### src/rtl/uart_top_ip.sv
// uart_top_ip: full-duplex UART transceiver.
//
// A free-running divider produces an oversampling tick at BAUD_RATE_HZ * OVER_SAMPLING.
// The transmitter holds each bit for OVER_SAMPLING ticks. The receiver finds the start
// bit, checks it again at mid-bit, and then samples each following bit at its centre.
// Frame layout: start bit, DATA_FRAME_LENGTH data bits sent LSB first, an optional even
// parity bit, then STOP_BIT_LENGTH stop bits.
//
// Optional feature: when `UART_RX_SYNC2_EN is defined, rx passes through a 2-flop
// synchronizer instead of a single input register. This adds one cycle of receive
// latency and changes nothing else.
//
// Ports:
//   clk           in   system clock
//   rst_n         in   asynchronous active-low reset
//   tx            out  serial output, idle high
//   rx            in   serial input, asynchronous to clk
//   tx_data       in   word to send, latched when a frame starts
//   tx_data_en    in   transmit request; a rising edge starts a frame
//   tx_data_done  out  high from the end of the last stop bit until the next frame starts
//   rx_data       out  last received word
//   rx_data_en    in   arms start-bit detection
//   rx_data_done  out  high once a frame has been received
//   parity_err    out  parity mismatch on the last received frame
module uart_top_ip #(
    parameter int unsigned SYS_CLK_KHZ       = 100_000,
    parameter int unsigned BAUD_RATE_HZ      = 9600,
    parameter int unsigned OVER_SAMPLING     = 16,
    parameter int unsigned PARITY_BIT_LENGTH = 0,
    parameter int unsigned STOP_BIT_LENGTH   = 1,
    parameter int unsigned DATA_FRAME_LENGTH = 8
) (
    input  logic                         clk,
    input  logic                         rst_n,
    output logic                         tx,
    input  logic                         rx,
    input  logic [DATA_FRAME_LENGTH-1:0] tx_data,
    input  logic                         tx_data_en,
    output logic                         tx_data_done,
    output logic [DATA_FRAME_LENGTH-1:0] rx_data,
    input  logic                         rx_data_en,
    output logic                         rx_data_done,
    output logic                         parity_err
);

    localparam int unsigned DIV_DEN = BAUD_RATE_HZ * OVER_SAMPLING;
    // Divide with rounding to the nearest integer.
    localparam int unsigned DIV     = (SYS_CLK_KHZ * 1000 + DIV_DEN / 2) / DIV_DEN;
    localparam int unsigned DIV_W   = (DIV > 1) ? $clog2(DIV) : 1;
    localparam int unsigned OS_W    = $clog2(OVER_SAMPLING);

    localparam logic [DIV_W-1:0] DIV_LAST  = DIV_W'(DIV - 1);
    localparam logic [OS_W-1:0]  OS_LAST   = OS_W'(OVER_SAMPLING - 1);
    localparam logic [OS_W-1:0]  OS_MID    = OS_W'(OVER_SAMPLING / 2 - 1);
    localparam logic [3:0]       DATA_LAST = 4'(DATA_FRAME_LENGTH - 1);
    localparam logic [3:0]       STOP_LAST = 4'(STOP_BIT_LENGTH - 1);
    localparam bit               HAS_PAR   = (PARITY_BIT_LENGTH == 1);

    typedef enum logic [2:0] {
        StIdle,
        StStart,
        StData,
        StParity,
        StStop
    } state_e;

    // ------------------------------------------------------------------ tick generator
    logic [DIV_W-1:0] r_div_cnt;
    logic             w_tick;

    assign w_tick = (r_div_cnt == DIV_LAST);

    always_ff @(posedge clk or negedge rst_n) begin
        if (!rst_n) begin
            r_div_cnt <= '0;
        end else if (w_tick) begin
            r_div_cnt <= '0;
        end else begin
            r_div_cnt <= r_div_cnt + DIV_W'(1);
        end
    end

    // ------------------------------------------------------------------ transmitter
    state_e                         r_tx_state, w_tx_state_next;
    logic [OS_W-1:0]                r_tx_tick, w_tx_tick_next;
    logic [3:0]                     r_tx_idx, w_tx_idx_next;
    logic [DATA_FRAME_LENGTH-1:0]   r_tx_shift, w_tx_shift_next;
    logic                           r_tx_par, w_tx_par_next;
    logic                           r_tx, w_tx_next;
    logic                           r_tx_done, w_tx_done_next;
    logic                           r_tx_en, r_tx_en_d;
    logic                           w_tx_req;
    logic                           w_tx_bit_end;

    // Only a fresh rising edge of the registered request starts a frame, so a request
    // held high sends one frame.
    assign w_tx_req     = r_tx_en & ~r_tx_en_d;
    assign w_tx_bit_end = w_tick && (r_tx_tick == OS_LAST);

    always_ff @(posedge clk or negedge rst_n) begin
        if (!rst_n) begin
            r_tx_state <= StIdle;
            r_tx_tick  <= '0;
            r_tx_idx   <= '0;
            r_tx_shift <= '0;
            r_tx_par   <= 1'b0;
            r_tx       <= 1'b1;
            r_tx_done  <= 1'b0;
            r_tx_en    <= 1'b0;
            r_tx_en_d  <= 1'b0;
        end else begin
            r_tx_state <= w_tx_state_next;
            r_tx_tick  <= w_tx_tick_next;
            r_tx_idx   <= w_tx_idx_next;
            r_tx_shift <= w_tx_shift_next;
            r_tx_par   <= w_tx_par_next;
            r_tx       <= w_tx_next;
            r_tx_done  <= w_tx_done_next;
            r_tx_en    <= tx_data_en;
            r_tx_en_d  <= r_tx_en;
        end
    end

    always_comb begin
        w_tx_state_next = r_tx_state;
        w_tx_tick_next  = r_tx_tick;
        w_tx_idx_next   = r_tx_idx;
        w_tx_shift_next = r_tx_shift;
        w_tx_par_next   = r_tx_par;
        w_tx_next       = r_tx;
        w_tx_done_next  = r_tx_done;

        // The tick counter advances on every tick while a frame is in progress.
        if (r_tx_state != StIdle && w_tick) begin
            w_tx_tick_next = w_tx_bit_end ? '0 : r_tx_tick + OS_W'(1);
        end

        unique case (r_tx_state)
            StIdle: begin
                w_tx_next = 1'b1;
                if (w_tx_req) begin
                    w_tx_shift_next = tx_data;
                    w_tx_par_next   = ^tx_data;
                    w_tx_done_next  = 1'b0;
                    w_tx_tick_next  = '0;
                    w_tx_next       = 1'b0;
                    w_tx_state_next = StStart;
                end
            end
            StStart: begin
                if (w_tx_bit_end) begin
                    w_tx_idx_next   = '0;
                    w_tx_next       = r_tx_shift[0];
                    w_tx_state_next = StData;
                end
            end
            StData: begin
                if (w_tx_bit_end) begin
                    if (r_tx_idx == DATA_LAST) begin
                        w_tx_idx_next = '0;
                        if (HAS_PAR) begin
                            w_tx_next       = r_tx_par;
                            w_tx_state_next = StParity;
                        end else begin
                            w_tx_next       = 1'b1;
                            w_tx_state_next = StStop;
                        end
                    end else begin
                        w_tx_idx_next   = r_tx_idx + 4'd1;
                        w_tx_shift_next = r_tx_shift >> 1;
                        w_tx_next       = r_tx_shift[1];
                    end
                end
            end
            StParity: begin
                if (w_tx_bit_end) begin
                    w_tx_idx_next   = '0;
                    w_tx_next       = 1'b1;
                    w_tx_state_next = StStop;
                end
            end
            StStop: begin
                if (w_tx_bit_end) begin
                    if (r_tx_idx == STOP_LAST) begin
                        w_tx_done_next  = 1'b1;
                        w_tx_state_next = StIdle;
                    end else begin
                        w_tx_idx_next = r_tx_idx + 4'd1;
                    end
                end
            end
            default: w_tx_state_next = StIdle;
        endcase
    end

    // ------------------------------------------------------------------ rx input register
    logic r_rx_sync;

`ifdef UART_RX_SYNC2_EN
    logic r_rx_meta;

    always_ff @(posedge clk or negedge rst_n) begin
        if (!rst_n) begin
            r_rx_meta <= 1'b1;
            r_rx_sync <= 1'b1;
        end else begin
            r_rx_meta <= rx;
            r_rx_sync <= r_rx_meta;
        end
    end
`else
    always_ff @(posedge clk or negedge rst_n) begin
        if (!rst_n) begin
            r_rx_sync <= 1'b1;
        end else begin
            r_rx_sync <= rx;
        end
    end
`endif

    // ------------------------------------------------------------------ receiver
    state_e                         r_rx_state, w_rx_state_next;
    logic [OS_W-1:0]                r_rx_tick, w_rx_tick_next;
    logic [3:0]                     r_rx_idx, w_rx_idx_next;
    logic [DATA_FRAME_LENGTH-1:0]   r_rx_shift, w_rx_shift_next;
    logic                           r_rx_par, w_rx_par_next;
    logic [DATA_FRAME_LENGTH-1:0]   r_rx_data, w_rx_data_next;
    logic                           r_rx_done, w_rx_done_next;
    logic                           r_perr, w_perr_next;
    logic                           w_rx_centre;

    // Counting restarts at the mid-point of the start bit, so every later full bit count
    // ends at a bit centre.
    assign w_rx_centre = w_tick && (r_rx_tick == OS_LAST);

    always_ff @(posedge clk or negedge rst_n) begin
        if (!rst_n) begin
            r_rx_state <= StIdle;
            r_rx_tick  <= '0;
            r_rx_idx   <= '0;
            r_rx_shift <= '0;
            r_rx_par   <= 1'b0;
            r_rx_data  <= '0;
            r_rx_done  <= 1'b0;
            r_perr     <= 1'b0;
        end else begin
            r_rx_state <= w_rx_state_next;
            r_rx_tick  <= w_rx_tick_next;
            r_rx_idx   <= w_rx_idx_next;
            r_rx_shift <= w_rx_shift_next;
            r_rx_par   <= w_rx_par_next;
            r_rx_data  <= w_rx_data_next;
            r_rx_done  <= w_rx_done_next;
            r_perr     <= w_perr_next;
        end
    end

    always_comb begin
        w_rx_state_next = r_rx_state;
        w_rx_tick_next  = r_rx_tick;
        w_rx_idx_next   = r_rx_idx;
        w_rx_shift_next = r_rx_shift;
        w_rx_par_next   = r_rx_par;
        w_rx_data_next  = r_rx_data;
        w_rx_done_next  = r_rx_done;
        w_perr_next     = r_perr;

        if (r_rx_state != StIdle && w_tick) begin
            w_rx_tick_next = w_rx_centre ? '0 : r_rx_tick + OS_W'(1);
        end

        unique case (r_rx_state)
            StIdle: begin
                if (w_tick && rx_data_en && !r_rx_sync) begin
                    w_rx_tick_next  = '0;
                    w_rx_state_next = StStart;
                end
            end
            StStart: begin
                if (w_tick && (r_rx_tick == OS_MID)) begin
                    w_rx_tick_next = '0;
                    if (!r_rx_sync) begin
                        // Start bit confirmed: the previous result is now stale.
                        w_rx_idx_next   = '0;
                        w_rx_done_next  = 1'b0;
                        w_perr_next     = 1'b0;
                        w_rx_state_next = StData;
                    end else begin
                        // Glitch: drop it and leave the outputs as they are.
                        w_rx_state_next = StIdle;
                    end
                end
            end
            StData: begin
                if (w_rx_centre) begin
                    w_rx_shift_next = {r_rx_sync, r_rx_shift[DATA_FRAME_LENGTH-1:1]};
                    if (r_rx_idx == DATA_LAST) begin
                        w_rx_state_next = HAS_PAR ? StParity : StStop;
                    end else begin
                        w_rx_idx_next = r_rx_idx + 4'd1;
                    end
                end
            end
            StParity: begin
                if (w_rx_centre) begin
                    w_rx_par_next   = r_rx_sync;
                    w_rx_state_next = StStop;
                end
            end
            StStop: begin
                // A low stop bit still delivers the word; framing errors are not flagged.
                if (w_rx_centre) begin
                    w_rx_data_next  = r_rx_shift;
                    w_rx_done_next  = 1'b1;
                    w_perr_next     = HAS_PAR ? (r_rx_par != ^r_rx_shift) : 1'b0;
                    w_rx_state_next = StIdle;
                end
            end
            default: w_rx_state_next = StIdle;
        endcase
    end

    assign tx           = r_tx;
    assign tx_data_done = r_tx_done;
    assign rx_data      = r_rx_data;
    assign rx_data_done = r_rx_done;
    assign parity_err   = r_perr;

endmodule

### config.mk
export PLATFORM = sky130hd
export DESIGN_NAME = uart_top_ip
export DESIGN_NICKNAME = d
export VERILOG_FILES = /design/src/rtl/uart_top_ip.sv
export SDC_FILE = /design/constraint.sdc
export NUM_CORES = 1
export LEC_CHECK = 0
export BUFFER_PORTS_ARGS = -buffer_cell sky130_fd_sc_hd__buf_2
export CAP_MARGIN = 25
export CORE_MARGIN = 4
export CORE_UTILIZATION = 45
export CTS_BUF_LIST = sky130_fd_sc_hd__clkbuf_4 sky130_fd_sc_hd__clkbuf_8 sky130_fd_sc_hd__clkbuf_16
export CTS_CLUSTER_SIZE = 24
export DETAILED_ROUTE_END_ITERATION = 6
export PLACE_DENSITY = 0.71
export SETUP_SLACK_MARGIN = 0.02
export SYNTH_ARGS = -nofsm -noshare
export SYNTH_HDL_FRONTEND = slang
export SYNTH_SLANG_ARGS = --single-unit
### constraint.sdc
create_clock -name clk -period 2.7 [get_ports clk]
set_input_delay 0.135 -clock clk [delete_from_list [all_inputs] [get_ports clk]]
set_output_delay 0.135 -clock clk [all_outputs]
set_load 0.02 [all_outputs]
### Word level (Yosys, flattened, before mapping)

Cells that the tools add are included.

| word-level totals | value |
|---|---|
| bits of input ports | 13 |
| logic and storage cells | 143 |
| bits in registers | 63 |

| cells by class | value |
|---|---|
| muxes and demuxes | 57 |
| bitwise gates (word level) | 2 |
| add/subtract/negate cells | 5 |
| eq/ne operators | 32 |
| reductions and logical operators | 30 |

Operators with widths:

| operator | number |
|---|---|
| $mux W4 | 17 |
| $mux W3 | 13 |
| $ne A2 B2 Y1 const B | 17 |
| $pmux W3 S5 | 2 |
| $mux W8 | 3 |
| $add A4 B1 Y4 const B | 4 |
| $pmux W4 S2 | 2 |
| $pmux W8 S2 | 1 |
| $reduce_and A4 Y1 | 4 |
| $eq A3 B2 Y1 const B | 4 |
| $eq A4 B3 Y1 const B | 3 |
| $mux W1 | 12 |
| $pmux W4 S3 | 1 |
| $add A10 B1 Y10 const B | 1 |
| $eq A10 B10 Y1 const B | 1 |
| $mux W10 | 1 |
| $reduce_and A5 Y1 | 2 |
| $reduce_bool A3 Y1 | 3 |
| $eq A4 B4 Y1 const B | 2 |
| $reduce_bool A2 Y1 | 4 |
| $logic_and A1 B1 Y1 | 7 |
| $reduce_and A7 Y1 | 1 |
| $eq A3 B1 Y1 const B | 2 |
| $eq A3 B3 Y1 const B | 2 |
| 13 further kinds | 17 |

### Logic depth before layout (Yosys ltp)

Gate-level depths: netlist (run 1).

| logic depth | value |
|---|---|
| word-level depth | 6 |
| depth in mapped cells | 8 |
| gate-level depth less buffers | 7 |

### Least setup slack after synthesis (run 1)

OpenSTA, ideal clock, no wires.

| timing | value |
|---|---|
| path type | flip-flop to flip-flop |
| start point | register r_div_cnt[5] |
| end point | register r_rx_data[0], in the netlist rx_data[0] |
| period minus slack after synthesis | 2.189 ns |
| path slack | 0.511 ns |
| data arrival time | 2.064 ns |
| path buffers | 2 |
| setup time | 0.125 ns |
| stages on the path, launching flop included | 7 |
| required time | 2.575 ns |
| cells stage by stage | dfrtp_1 > or2_2 > clkbuf_1 > or3_1 > buf_6 > nor3_4 > mux2_2 |

| on the way | value |
|---|---|
| longest elaborated chain between the ends | 3 |

RTL lines:

| what | line | RTL |
|---|---|---|
| start: declaration | 68 | `logic [DIV_W-1:0] r_div_cnt;` |
| start signal: assignment | 79 | `r_div_cnt <= r_div_cnt + DIV_W'(1);` |
| $eq A10 B10 Y1 | 71 | `assign w_tick = (r_div_cnt == DIV_LAST);` |
| $logic_and A1 B1 Y1 | 234 | `assign w_rx_centre = w_tick && (r_rx_tick == OS_LAST);` |
| $reduce_and A2 Y1 (no source line) | n/a |  |
| end signal: assignment | 252 | `r_rx_data <= w_rx_data_next;` |
| end: declaration | 227 | `logic [DATA_FRAME_LENGTH-1:0] r_rx_data, w_rx_data_next;` |

Every way passes these cells.
A chain may end at the register's enable or synchronous reset.

### Final worst setup path (run 1)

| timing | value |
|---|---|
| start point | register r_div_cnt[0] |
| end point | register r_rx_data[4], in the netlist rx_data[4] |

Same word-level chain as after synthesis.

==> metrics.yaml, run 1 <==
floorplan:
  chipHeight_um: 89.3
  design.portCount: 25
  starting_density_of_the_core: 0.466
  floorplan.core_area_um2: 6390
  die_w_um: 89.3
  die_area_um2: 7970
  core.rowCount: 29
drt:
  drt-wirelength-per-cell_um: 14.4
  route.vias.total: 2294
  totalWireLength_mm: 5.94
  post_drt_via_cell_ratio: 5.55
  antenna_left: 0
  drt-pass1-iter-count: 4
  first_iter_violations: 100
  post-route-drc-count: 0
grt:
  grt-busiest-layer: "met2"
  groute.layer.met2.usage: 0.265
  global_route.usage.met1: 0.207
  grtUsageMet3: 0.0590
  grt_overflow_total: 0
  grt_pass1_wl_mm: 10.2
  grt_antenna_before_repair: 0
  grt_start_max_net_pins: 25
  first_global_vias: 2298
  groute.usage.overall: 0.167
power:
  power_per_cell_area_nw_per_um2: 583
  clockPowerShare: 0.416
  combinationalPowerShare: 0.074
  cell_internal_pwr_mw: 1.53
  p_sw_frac: 0.242
  total_leakage_power_nw: 1.58
  power.sequential.fraction: 0.510
  vdd_drop_max_uv: 593
  power.switching_mw: 0.489
setup_path:
  crit_fanout: 9
  timing.reg2reg.setup_slack_ps: 340
  slowest_delay_ps: 490
  cp-end-kind: "flop"
  crit_slowest_cell: "sky130_fd_sc_hd__or3_1"
  crit_arrival_ps: 2580
  critPathBufInv: 1
  worstPathRequired_ps: 2920
  timing.critical_path.from_type: "flop"
  worstSetupPathType: "flop to flop"
  top_family_by_delay_on_critical_path: "simple AND/OR/NAND/NOR gates"
  critical_path.cell_chain: "inv_1 > ha_1 > nand4b_1 > or3_1 > nor3_4 > mux2_2"
clock_tree:
  clkSinkCount: 62
  cts_resized: 0
  htree_levels: 3
  cts_buffers: 9
  cts_tree: "built"
  source_to_sink_clock_delay_at_the_later_pin_of_the_worst_skew_pair_ps: 340
  clk_pin_slew_worst_paths_ps: 70
  postcts_setup_bufs: 0
  cts_max_path_buffers: 2
  cell_at_the_root_of_the_clock_tree: "sky130_fd_sc_hd__clkbuf_8"
  hold_buffers: 3
sta:
  fin_ws_ps: 345
  post-route-min-period_ps: 2360
  ratio_of_final_minimum_period_to_clock_period: 0.872
  rsz_0062_raised_after_global_routing: "no"
  finalHoldViolations: 0
  finalSetupTns_ps: 0
  fmaxAchievable_ghz: 0.425
  maxSlewHeadroom: 0.616
  worstMarginPinSlew_ps: 574
  setup_viol: 0
  clock_skew_ps: 7.83
  timing.final.max_slew_violations: 0
logic_synthesis:
  async_reset_ff_frac: 1.00
  synthesis.instances: 292
  synth_area_per_cell_um2: 10.2
  synth.net_count: 312
  synth.cell_area_um2: 2970
  synth_sequential_area_ratio: 0.523
  synthesis.yosys.warnings: 0
  count_of_flip_flops_with_a_built_in_enable_after_synthesis: 0
  ys_seq_elements: 62
  most_used_flip_flop_cell_after_synthesis: "sky130_fd_sc_hd__dfrtp_1"
  synth_cell_types: 47
placement:
  place_worst_setup_slack_ps: 325
  placement.io_buffers: 23
  post_dp_cell_area_um2: 3220
  finalWeightedCongestion: 0.829
  detailedPlacementHpwl_mm: 4.24
layout:
  fill_cells: 588
  final_cell_area_um2: 3460
  synthToLayoutAreaGrowth_pct: 16.3
  utilization: 0.542
  num-nets-final: 351
  drive_above_1_share: 0.223
  antenna_cells: 0
job:
  max_cap_violations: 0
hold_path:
  timing.hold.worst.class: "input pin to flop"
run_status:
  status: "finished clean"
cells in the mapped netlist (2+ instances only):
library cell / count / area [um2]
sky130_fd_sc_hd__xnor2_1: 6 / 52.6
sky130_fd_sc_hd__o21a_1: 2 / 15.0
sky130_fd_sc_hd__dfrtp_1: 60 / 1500
sky130_fd_sc_hd__mux2_2: 16 / 180
sky130_fd_sc_hd__nor2_1: 28 / 105
sky130_fd_sc_hd__nand4b_1: 2 / 17.5
sky130_fd_sc_hd__clkbuf_1: 4 / 15.0
sky130_fd_sc_hd__nor3b_1: 4 / 30.0
sky130_fd_sc_hd__o21bai_1: 4 / 30.0
sky130_fd_sc_hd__a31oi_1: 2 / 12.5
sky130_fd_sc_hd__o41ai_1: 2 / 17.5
sky130_fd_sc_hd__or2_2: 3 / 18.8
sky130_fd_sc_hd__o22ai_1: 9 / 56.3
sky130_fd_sc_hd__nand3_1: 12 / 60.1
sky130_fd_sc_hd__inv_1: 8 / 30.0
sky130_fd_sc_hd__or3_1: 2 / 12.5
sky130_fd_sc_hd__and3_1: 2 / 12.5
sky130_fd_sc_hd__o21ai_0: 25 / 125
sky130_fd_sc_hd__nor4_1: 6 / 37.5
sky130_fd_sc_hd__buf_2: 2 / 10.0
sky130_fd_sc_hd__a21oi_1: 18 / 90.1
sky130_fd_sc_hd__nand2_1: 24 / 90.1
sky130_fd_sc_hd__dfstp_2: 2 / 52.6
sky130_fd_sc_hd__xor2_1: 2 / 17.5
sky130_fd_sc_hd__o31ai_1: 4 / 30.0
sky130_fd_sc_hd__ha_1: 7 / 87.6
sky130_fd_sc_hd__nor2b_1: 2 / 12.5
sky130_fd_sc_hd__a22o_1: 3 / 26.3
sky130_fd_sc_hd__nor3_1: 7 / 35.0
sky130_fd_sc_hd__nand3b_1: 2 / 15.0
sky130_fd_sc_hd__nand2b_1: 6 / 37.5
tightest hold or removal path, delay by kind of cell:
kind / cells / cell delay (ps)
AOI/OAI and AO/OA: 2 / 150
buffers and inverters: 1 / 100
state kept, by name, indices dropped and copies added, names as in the netlist, 3 cells and up:
| register | count |
|---|---|
| r_tx_idx | 4 |
| r_tx_shift | 8 |
| r_rx_state | 3 |
| r_tx_tick | 4 |
| r_rx_idx | 4 |
| r_tx_state | 3 |
| r_rx_tick | 4 |
| r_rx_shift | 8 |
| r_div_cnt | 10 |
| rx_data | 8 |
power by group through the flow:
stage	registers [mW]	clock network, mW	logic [mW]
CTS	1.03	0.861	0.150
detailed placement	1.04	0	0.146
global placement	1.04	0	0.140
global route	1.03	0.908	0.170
floorplan	1.04	0	0.0867
finish	1.03	0.839	0.149
logic make-up after synthesis:
logic type	synth area share
simple gates	0.185
compound gates	0.148
flops	0.523
mux	0.0639
buf+inv	0.0265
xor+xnor	0.0236
fa+ha+maj	0.0294
other cells	0.00126
layer usage:
layer / wire length [um] / up-vias
met5: 0 / -
met4: 73 / 0
met3: 314 / 6
met2: 2830 / 54
met1: 2720 / 1104
li1: - / 1130
final timing paths:
kind | startpoint | to | cells after the start
max in group asynchronous | rst_n | r_rx_sync$_DFF_PN1_ | 3
max | r_div_cnt[0]$_DFF_PN0_ | rx_data[4]$_DFFE_PN0P_ | 6
min | tx_data[7] | r_tx_shift[7]$_DFFE_PN0P_ | 3
min in group asynchronous | rst_n | r_tx_tick[1]$_DFF_PN0_ | 2
max reg2reg | r_div_cnt[0]$_DFF_PN0_ | rx_data[4]$_DFFE_PN0P_ | 6
min reg2reg | r_tx_en$_DFF_PN0_ | r_tx_en_d$_DFF_PN0_ | 0
layout by cell type (no fill, tap or decap), types with 6 or more instances in the layout:
cell,instances
sky130_fd_sc_hd__dfrtp_1,60
sky130_fd_sc_hd__nor2_1,28
sky130_fd_sc_hd__o21ai_0,25
sky130_fd_sc_hd__nand2_1,24
sky130_fd_sc_hd__buf_2,23
sky130_fd_sc_hd__a21oi_1,18
sky130_fd_sc_hd__mux2_2,16
sky130_fd_sc_hd__nand3_1,12
sky130_fd_sc_hd__clkbuf_8,11
sky130_fd_sc_hd__buf_4,11
sky130_fd_sc_hd__o22ai_1,9
sky130_fd_sc_hd__inv_1,8
sky130_fd_sc_hd__nor3_1,7
sky130_fd_sc_hd__ha_1,7
sky130_fd_sc_hd__xnor2_1,6
sky130_fd_sc_hd__nand2b_1,6
sky130_fd_sc_hd__nor4_1,6
per-stage QoR:
stage                     hold slack [ps]  std cells  total power, mW
after detailed placement              146        394             1.19
after floorplan                      -161        292             1.12
after global placement                146        394             1.18
after global routing                  101        413             2.11
after CTS                            81.7        413             2.04
final                                98.8        413             2.02
layout make-up:
cell class                 instances  area [um2]  area share
clock buffer                      11         151      0.0438
clock inverter                     5        57.6      0.0166
inverter                           8        30.0     0.00868
multi-input combinational        213        1340       0.388
sequential                        62        1550       0.449
tap                               77        96.3      0.0279
timing repair buffer              37         228      0.0658
No activity file was read; power rests on OpenSTA's default activity.
==> inputs of run 2 (changes only) <==
--- a/config.mk
+++ b/config.mk
@@ -5,6 +5,7 @@
 export SDC_FILE = /design/constraint.sdc
 export NUM_CORES = 1
 export LEC_CHECK = 0
+export ABC_CLOCK_PERIOD_IN_PS = 2700
 export BUFFER_PORTS_ARGS = -buffer_cell sky130_fd_sc_hd__buf_2
 export CAP_MARGIN = 25
 export CORE_MARGIN = 4
@@ -13,7 +14,8 @@
 export CTS_CLUSTER_SIZE = 24
 export DETAILED_ROUTE_END_ITERATION = 6
 export PLACE_DENSITY = 0.71
-export SETUP_SLACK_MARGIN = 0.02
+export REMOVE_ABC_BUFFERS = 1
+export SETUP_SLACK_MARGIN = 0.3
 export SYNTH_ARGS = -nofsm -noshare
 export SYNTH_HDL_FRONTEND = slang
 export SYNTH_SLANG_ARGS = --single-unit
==> run 2 against run 1 <==
Total power grew 4.7%. First-iteration DRC count grew 24%. Wire length shrank 0.83%. Combinational power is essentially flat. Global-route usage shrank 0.15 points. Worst hold slack lost 18 ps. Via count grew 0.96%. Sequential cell count is the same. Sequential power is essentially flat. Clock power grew 12%. Critical path depth is the same.
==> metrics.yaml, run 2 (synthesized netlist as in run 1, its figures left out) <==
drt:
  antenna_left: 0  # unchanged
  totalWireLength_mm: 5.89  # -0.83%
  post-route-drc-count: 0  # unchanged
  first_iter_violations: 124  # +24%
  route.vias.total: 2316  # +0.96%
  post_drt_via_cell_ratio: 5.55  # about the same
  drt-wirelength-per-cell_um: 14.1  # -1.8%
  drt-pass1-iter-count: 4  # unchanged
grt:
  grt_overflow_total: 0  # unchanged
  groute.usage.overall: 0.166  # -0.00152
  grt_antenna_before_repair: 0  # unchanged
  first_global_vias: 2225  # -3.2%
  grt_pass1_wl_mm: 10.1  # -0.87%
  grt_start_max_net_pins: 31  # +24%
layout:
  antenna_cells: 0  # unchanged
  mostFrequentLayoutCells: "60 x sky130_fd_sc_hd__dfrtp_1, 28 x sky130_fd_sc_hd__nor2_1, 24 x sky130_fd_sc_hd__o21ai_0"
  layout.cells.most_common: "sky130_fd_sc_hd__dfrtp_1"
  largest_reg_flops: 10  # unchanged
  fill_cells: 562  # -4.4%
  final_cells: 417  # +0.97%
  top_register: "r_div_cnt"
  num-nets-final: 355  # +1.1%
  synthToLayoutAreaGrowth_pct: 18.3
  final_cell_area_um2: 3520  # +1.8%
  utilization: 0.551  # +0.00960
  drive_above_1_share: 0.238  # +0.0150
sta:
  setup_viol: 0  # unchanged
  fin_worst_hold_slack_ps: 80.6  # -18.3 ps
  finalSetupTns_ps: 0  # unchanged
  ratio_of_final_minimum_period_to_clock_period: 0.853  # -0.0196
  maxSlewHeadroom: 0.542  # -0.0737
  fin_ws_ps: 398  # +52.8 ps
  finalHoldViolations: 0  # unchanged
  worstMarginPinSlew_ps: 686  # +112 ps
  timing.final.max_slew_violations: 0  # unchanged
  clock_skew_ps: 9.05  # +1.22 ps
  fmaxAchievable_ghz: 0.434  # +2.3%
  post-route-min-period_ps: 2300  # -52.8 ps
  rsz_0062_raised_after_global_routing: "yes"
clock_tree:
  cts_buffers: 9  # unchanged
  cell_at_the_root_of_the_clock_tree: "sky130_fd_sc_hd__clkbuf_8"
  source_to_sink_clock_delay_at_the_later_pin_of_the_worst_skew_pair_ps: 340  # about the same
  cts_tree: "built"
  cts_max_path_buffers: 2  # unchanged
  clk_pin_slew_worst_paths_ps: 70  # about the same
  htree_levels: 3  # unchanged
  clkSinkCount: 62  # unchanged
power:
  total_leakage_power_nw: 1.62  # +2.4%
  cell_internal_pwr_mw: 1.62  # +6.2%
  p_sw_frac: 0.232  # -0.0109
  vdd_drop_max_uv: 433  # -27%
  power.switching_mw: 0.489  # about the same
  combinationalPowerShare: 0.070  # -0.004
  clockPowerShare: 0.444  # +0.028
  power_per_cell_area_nw_per_um2: 600  # +2.9%
  power.sequential.fraction: 0.486  # -0.024
  power_mw: 2.11  # +4.7%
floorplan:
  starting_density_of_the_core: 0.466  # unchanged
  design.portCount: 25  # unchanged
  floorplan.core_area_um2: 6390  # unchanged
  die_area_um2: 7970  # unchanged
  die_w_um: 89.3  # unchanged
  chipHeight_um: 89.3  # unchanged
  core.rowCount: 29  # unchanged
setup_path:
  worstPathRequired_ps: 2920  # about the same
  cp-end-kind: "flop"
  endpoint: "rx_data[2]$_DFFE_PN0P_"
  timing.reg2reg.setup_slack_ps: 400  # +50 ps
  slowest_delay_ps: 490  # about the same
  worst_r2r_endpoint: "rx_data[2]$_DFFE_PN0P_"
  crit_arrival_ps: 2520  # -60 ps
  crit_fanout: 9  # unchanged
  worstSetupPathType: "flop to flop"
  crit_slowest_cell: "sky130_fd_sc_hd__or3_4"
  timing.reg2reg.worst_path_depth: 6  # unchanged
  critical_path.cell_chain: "inv_1 > ha_1 > nand4b_1 > or3_4 > nor3_4 > mux2_2"
  timing.critical_path.from_type: "flop"
  crit_path_start: "r_div_cnt[0]$_DFF_PN0_"
  launch_point_of_the_worst_reg_to_reg_path: "r_div_cnt[0]$_DFF_PN0_"
hold_path:
  timing.hold.worst.class: "input pin to flop"
placement:
  place_worst_setup_slack_ps: 344  # +18.1 ps
  post_dp_cell_area_um2: 3220  # unchanged
  finalWeightedCongestion: 0.822  # -0.94%
  detailedPlacementHpwl_mm: 4.12  # -2.9%
  placedCellCount: 394  # unchanged
  placement.io_buffers: 23  # unchanged
job:
  max_cap_violations: 0  # unchanged
run_status:
  status: "finished clean"
run 2: changes by cell type in the layout (fill, tap and decap cells not counted):
cell                         previous run  this run
sky130_fd_sc_hd__clkinvlp_4             3         1
sky130_fd_sc_hd__clkinv_4               0         1
sky130_fd_sc_hd__o21ai_1                0         1
sky130_fd_sc_hd__nand2_2                0         1
sky130_fd_sc_hd__bufinv_16              1         2
sky130_fd_sc_hd__or3_1                  2         1
sky130_fd_sc_hd__or3_4                  0         1
sky130_fd_sc_hd__o21ai_0               25        24
sky130_fd_sc_hd__nand2_1               24        23
sky130_fd_sc_hd__buf_4                 11        15
run 2: repair_timing:
item	CTS	global route
gates resized for setup	0	3
setup endpoints to repair	0	22
endpoints found under the hold margin	28	0
hold buffers	3	0
setup buffers	0	4
run 2: cell type report:
class                           instances  area [um2]  share of cell area
Sequential cell                        62        1550               0.442
Tap cell                               77        96.3              0.0274
Clock buffer                           11         151              0.0430
Inverter                                8        30.0             0.00853
Timing Repair Buffer                   41         258              0.0732
Clock inverter                          5        81.3              0.0231
Multi-Input combinational cell        213        1350               0.383
run 2: power by group through the flow:
stage	sequential (mW)	combinational [mW]	clock, mW
2_1_floorplan	1.04	0.0820	0
3_3_place_gp	1.04	0.142	0
3_5_place_dp	1.04	0.147	0
4_1_cts	1.03	0.151	0.955
5_1_grt	1.03	0.170	1.00
6_report	1.03	0.147	0.937
run 2: critical path, delay by kind of cell (launching register included):
family | cells | cell delay (ps)
AND/OR/NAND/NOR | 3 | 1150
buffers and inverters | 1 | 70
flip-flops | 1 | 420
adder cells (fa/ha/maj) | 1 | 150
multiplexers | 1 | 390
run 2: worst min path at each step:
stage                from                   endpoint  slack, ps  depth (start not counted)
2_1_floorplan       rst_n     r_div_cnt[0]$_DFF_PN0_       -160                          0
3_3_place_gp        rst_n     r_div_cnt[7]$_DFF_PN0_        220                          1
3_5_place_dp        rst_n     r_rx_tick[2]$_DFF_PN0_        220                          1
4_1_cts        tx_data[7]  r_tx_shift[7]$_DFFE_PN0P_         70                          3
5_1_grt        tx_data[0]  r_tx_shift[0]$_DFFE_PN0P_        130                          3
6_report       tx_data[7]  r_tx_shift[7]$_DFFE_PN0P_         80                          3
run 2: layer usage:
layer / GRT usage / vias up / part of all wire
met1: 0.218 / 1119 / 0.48
met4: 0.0880 / 0 / 0.017
li1: - / 1142 / -
met2: 0.253 / 47 / 0.46
met5: 0 / - / 0
met3: 0.0415 / 8 / 0.040
